## config.mk

```make
export PLATFORM = sky130hd
export DESIGN_NAME = fp32_add_sequencer
export DESIGN_NICKNAME = d
export VERILOG_FILES = /design/src/rtl/fp32_add_sequencer.sv
export SDC_FILE = /design/constraint.sdc
export NUM_CORES = 1
export LEC_CHECK = 0
export ABC_CLOCK_PERIOD_IN_PS = 3000
export CORE_MARGIN = 3
export CORE_UTILIZATION = 40
export CTS_BUF_LIST = sky130_fd_sc_hd__clkbuf_2 sky130_fd_sc_hd__clkbuf_4 sky130_fd_sc_hd__clkbuf_8
export DETAILED_ROUTE_END_ITERATION = 16
export SYNTH_ARGS = -nofsm -noshare
export SYNTH_HDL_FRONTEND = slang
export SYNTH_SLANG_ARGS = --single-unit
```

## constraint.sdc

```tcl
create_clock -name clk -period 3 [get_ports clk]
set_input_delay 0.45 -clock clk [delete_from_list [all_inputs] [get_ports clk]]
set_output_delay 0.45 -clock clk [all_outputs]
set_load 0.01 [all_outputs]
```

## src/rtl/fp32_add_sequencer.sv

```systemverilog
// fp32_add_sequencer: tagged command FIFO plus issue FSM in front of a
// multi-cycle fp32 adder (rd/wr handshake) with a valid/ready result port.
module fp32_add_sequencer #(
    parameter int DEPTH   = 4,
    parameter int TAG_W   = 4,
    parameter int TIMEOUT = 64
) (
    input  logic             clk,
    input  logic             reset,
    input  logic             cmd_valid,
    output logic             cmd_ready,
    input  logic             cmd_op,
    input  logic [31:0]      cmd_x,
    input  logic [31:0]      cmd_y,
    input  logic [TAG_W-1:0] cmd_tag,
    output logic             add_rd,
    output logic             add_op,
    output logic [31:0]      add_x,
    output logic [31:0]      add_y,
    input  logic             add_wr,
    input  logic [31:0]      add_z,
    output logic             res_valid,
    input  logic             res_ready,
    output logic [31:0]      res_z,
    output logic [TAG_W-1:0] res_tag,
    output logic             res_nan,
    output logic             res_inf,
    output logic             res_zero,
    output logic             res_timeout,
    output logic             busy
);
    localparam int AW = $clog2(DEPTH);

    typedef enum logic [1:0] {
        IDLE,
        ISSUE,
        WAIT,
        GAP
    } state_t;

    state_t state, state_nx;

    logic [31:0]      mem_x   [DEPTH];
    logic [31:0]      mem_y   [DEPTH];
    logic             mem_op  [DEPTH];
    logic [TAG_W-1:0] mem_tag [DEPTH];

    logic [AW-1:0] wr_ptr, rd_ptr;
    logic [AW:0]   count;
    logic [7:0]    tcnt;
    logic          push, pop, full, empty, to_hit;
    logic          load, cap_ok, cap_to;
    logic          z_nan, z_inf, z_zero;

    assign full      = count == (AW+1)'(DEPTH);
    assign empty     = count == '0;
    assign cmd_ready = !full;
    assign push      = cmd_valid && !full;
    assign pop       = cap_ok || cap_to;
    assign to_hit    = tcnt == 8'(TIMEOUT - 1);

    assign z_nan  = (&add_z[30:23]) && (|add_z[22:0]);
    assign z_inf  = (&add_z[30:23]) && !(|add_z[22:0]);
    assign z_zero = !(|add_z[30:23]) && !(|add_z[22:0]);

    // Storage needs no reset: pointers and count define what is live.
    always_ff @(posedge clk) begin
        if (push) begin
            mem_x[wr_ptr]   <= cmd_x;
            mem_y[wr_ptr]   <= cmd_y;
            mem_op[wr_ptr]  <= cmd_op;
            mem_tag[wr_ptr] <= cmd_tag;
        end
    end

    always_ff @(posedge clk) begin
        if (reset) begin
            wr_ptr <= '0;
            rd_ptr <= '0;
            count  <= '0;
        end else begin
            if (push) wr_ptr <= wr_ptr + 1'b1;
            if (pop)  rd_ptr <= rd_ptr + 1'b1;
            count <= count + (AW+1)'(push) - (AW+1)'(pop);
        end
    end

    always_ff @(posedge clk) begin
        if (reset) state <= IDLE;
        else       state <= state_nx;
    end

    always_comb begin
        state_nx = state;
        unique case (state)
            IDLE:  if (!empty && !res_valid) state_nx = ISSUE;
            ISSUE: state_nx = WAIT;
            WAIT:  if (add_wr || to_hit) state_nx = GAP;
            GAP:   state_nx = IDLE;
            default: state_nx = IDLE;
        endcase
    end

    always_comb begin
        add_rd = 1'b0;
        load   = 1'b0;
        cap_ok = 1'b0;
        cap_to = 1'b0;
        busy   = !empty || (state != IDLE);
        unique case (state)
            IDLE:  load = !empty && !res_valid;
            ISSUE: add_rd = 1'b1;
            WAIT: begin
                cap_ok = add_wr;
                cap_to = !add_wr && to_hit;
            end
            default: ;
        endcase
    end

    // Operands are loaded on the way into ISSUE so they are valid with add_rd.
    always_ff @(posedge clk) begin
        if (reset) begin
            add_op <= 1'b0;
            add_x  <= '0;
            add_y  <= '0;
            tcnt   <= '0;
        end else begin
            if (load) begin
                add_op <= mem_op[rd_ptr];
                add_x  <= mem_x[rd_ptr];
                add_y  <= mem_y[rd_ptr];
            end
            if (state == ISSUE)     tcnt <= '0;
            else if (state == WAIT) tcnt <= tcnt + 8'd1;
        end
    end

    always_ff @(posedge clk) begin
        if (reset) begin
            res_valid   <= 1'b0;
            res_z       <= '0;
            res_tag     <= '0;
            res_nan     <= 1'b0;
            res_inf     <= 1'b0;
            res_zero    <= 1'b0;
            res_timeout <= 1'b0;
        end else if (cap_ok) begin
            res_valid   <= 1'b1;
            res_z       <= add_z;
            res_tag     <= mem_tag[rd_ptr];
            res_nan     <= z_nan;
            res_inf     <= z_inf;
            res_zero    <= z_zero;
            res_timeout <= 1'b0;
        end else if (cap_to) begin
            res_valid   <= 1'b1;
            res_z       <= 32'h7FFF_FFFF;
            res_tag     <= mem_tag[rd_ptr];
            res_nan     <= 1'b1;
            res_inf     <= 1'b0;
            res_zero    <= 1'b0;
            res_timeout <= 1'b1;
        end else if (res_valid && res_ready) begin
            res_valid <= 1'b0;
        end
    end

endmodule

```

==> results_dict.tcl <==
set metrics [dict create \
    min_from "reset" \
    dieArea_um2 39600 \
    setup_viol 0 \
    end_kind "flop" \
    grt-ovfl-total 0 \
    clock_latency_ns 0.59 \
    drt_iter0_drc 375 \
    hold_viol_final 0 \
    seq_area_frac_synth_pct 72.4 \
    total_power_mw 15.5 \
    clock_sinks 401 \
    viasPerCell 5.06 \
    drtPass1Iterations 4 \
    fin_util_pct 52.1 \
    setup_tns_ns 0 \
    numPortBuffers 214 \
    worst_pin_slew_ns 0.815 \
    nets 1305 \
    cts_resized 0 \
    area_growth_pct 28.2 \
    antenna_left 0 \
    critPathArrivalTime_ns 2.91 \
    max-vdd-ir-drop_v 0.000571 \
    synth-seq-cells 401 \
    drive_above_1_share_pct 20.1 \
    worstPathMaxFanout 11 \
    grt_use_total_pct 17.1 \
    rsz0062_at_grt "false" \
    fin_skew_ns 0.0254 \
    reg2reg_to "count[2]" \
    wire_per_inst_um 19.7 \
    fp.dieW_um 199 \
    path_clk_slew_ns 0.06 \
    synth.top_cells.by_area "edfxtp_1 56%, dfxtp_1 17%, mux4_2 10%" \
    slew_headroom_pct 45.6 \
    ys.flop_type "edfxtp_1" \
    io_pins 215 \
    start_util_pct 40.6 \
    synth_compound_area_share_pct 5.64 \
    synth.area.mux_share_pct 10.8 \
    tritoncts "done" \
    post_cts_buffers 0 \
    grt_max_degree 66 \
    postRouteWirelength_mm 33.7 \
    synth_common_cells "276 x edfxtp_1, 199 x nand2_1, 125 x dfxtp_1" \
    drv_cap 0 \
    ys_async_sr_fraction_pct 0 \
    fin_area_um2 19100 \
    multi_input_area_um2 3790 \
    hold_path.class "in -> reg" \
    yosysMostFrequentCell "edfxtp_1" \
    synth_cell_type_count 45 \
    avgSynthCellArea_um2 15.8 \
    antenna_found_initial 2 \
    drc 0 \
    cts.path.max_buffers 3 \
    synth.cell_area_um2 14900 \
    synthXorXnorAreaFrac_pct 0.588 \
    ff2ff_setup_slack_ns 0.53 \
    startpoint_type "flop" \
    postCtsHoldBufs 0 \
    rows 70 \
    critPathKind "reg -> reg" \
    hold_depth 2 \
    run_status "finished, final reports clean" \
    cellPowerDensity_nw_per_um2 812 \
    hold-path-endpoint "res_tag[1]" \
    grt_pass1_vias 9153 \
    fillers 3054 \
    dp_hpwl_mm 20.7 \
    fmax_mhz 406 \
    finalWeightedCongestion 0.792 \
    yosysWarnings 0 \
    cts_root_buf "clkbuf_8" \
    synth_edf_count 276 \
    r2r_start "state[0]" \
    cellLeakagePower_nw 6.18 \
    cp.required_ns 3.45 \
    synth-simple-area-share_pct 7.35 \
    grt_pass1_wl_mm 52.0 \
    yosysTopAreaCellShare_pct 55.6 \
    vias 8682 \
    synth-adder-area-share_pct 0.890 \
    synth_top_family_by_area "multiplexers" \
    period_needed_ns 2.47 \
    slew_viol_final 0 \
    coreArea_um2 36700 \
    numCtsBuffers 69 \
    yosysTopAreaCell "edfxtp_1" \
    synth_cells 942 \
    die_h_um 199 \
    cts_max_level 3 \
    reg2regPathDepth 10 \
    fin_crit_sh_pct 82.2 \
    syn_nets 1058 \
    regArea_um2 10800 \
    holdWs_ns 0.221 \
    place_area_um2 17700 \
]
[final cells by class]
cell class              count  share of cell area (%)
diodes                      1                  0.0131
clock buffers             105                    6.91
clock inverters            23                   0.675
flip-flops and latches    401                    56.5
multi-input cells         473                    19.9
repair buffers            233                    12.7
well taps                 468                    3.07
inverters                  11                   0.216
[critical path: stages, from the launching register on]
cell	delay [ns]
dfxtp_1	0.32
inv_1	0.08
ha_1	0.41
nand4_1	0.15
o21ai_1	0.31
xnor2_1	0.12
ha_1	0.20
fa_1	0.37
xnor2_1	0.18
xnor2_1	0.13
nor2_1	0.05
[cell families after synthesis]
logic type,Yosys count
flops,401
xor+xnor,10
mux,74
simple gates,263
compound gates,116
buf+inv,68
fa+ha+maj,10
[metrics by stage]
stage,worst slack [ns],cells
floorplan,0.145,942
CTS,0.492,1714
global route,0.315,1714
detailed placement,0.556,1586
global placement,0.581,1586
finish,0.534,1715
[power by group]
group / leakage (nW) / internal [mW] / switching (mW)
combinational: 1.85 / 1.62 / 1.81
sequential: 3.55 / 6.73 / 0.356
clock: 0.772 / 2.84 / 2.16
total: 6.18 / 11.2 / 4.33
[layer usage]
layer | global-route usage (%) | part of all wire, %
met2 | 27.4 | 48
met4 | 5.52 | 1.5
met1 | 22.3 | 42
met3 | 5.42 | 8.2
met5 | 0 | 0.068
[state kept, by name (all words and copies together) (netlist names), 3 cells and up, named ones only]
name     cells
mem_x      128
mem_y      128
add_x       32
add_y       32
res_z       32
mem_tag     16
tcnt         8
mem_op       4
res_tag      4
count        3
[worst max-delay path by stage]
stage / startpoint / cells past startpoint / end / slack [ns]
floorplan: count[1] / 3 / mem_op[0] / 0.15
global placement: state[0] / 10 / count[2] / 0.58
detailed placement: state[0] / 10 / count[2] / 0.56
CTS: count[2] / 2 / cmd_ready / 0.49
global route: state[0] / 10 / count[2] / 0.32
finish: state[0] / 10 / count[2] / 0.53
[cell usage in the layout (no fill, tap or decap), types with 2 or more instances in the layout]
cell type / n
clkbuf_8: 85
inv_8: 2
clkinv_2: 7
dfxtp_4: 2
a31o_2: 2
a21oi_1: 71
and2_1: 2
nand2_1: 199
and3_4: 4
mux4_2: 69
o21ai_0: 3
clkbuf_4: 20
clkdlybuf4s50_1: 213
o21ai_1: 2
or3_1: 4
xor2_1: 3
nand4_1: 6
dfxtp_1: 123
nor4_1: 7
edfxtp_1: 276
nand2b_1: 2
nor3_1: 3
buf_12: 12
a31oi_2: 30
xnor2_1: 7
buf_4: 8
inv_1: 10
clkinv_1: 11
nor2b_1: 2
nor2_1: 20
mux2i_1: 5
ha_1: 9
nand3_1: 6
inv_6: 3
No activity file was read; power rests on OpenSTA's default activity.
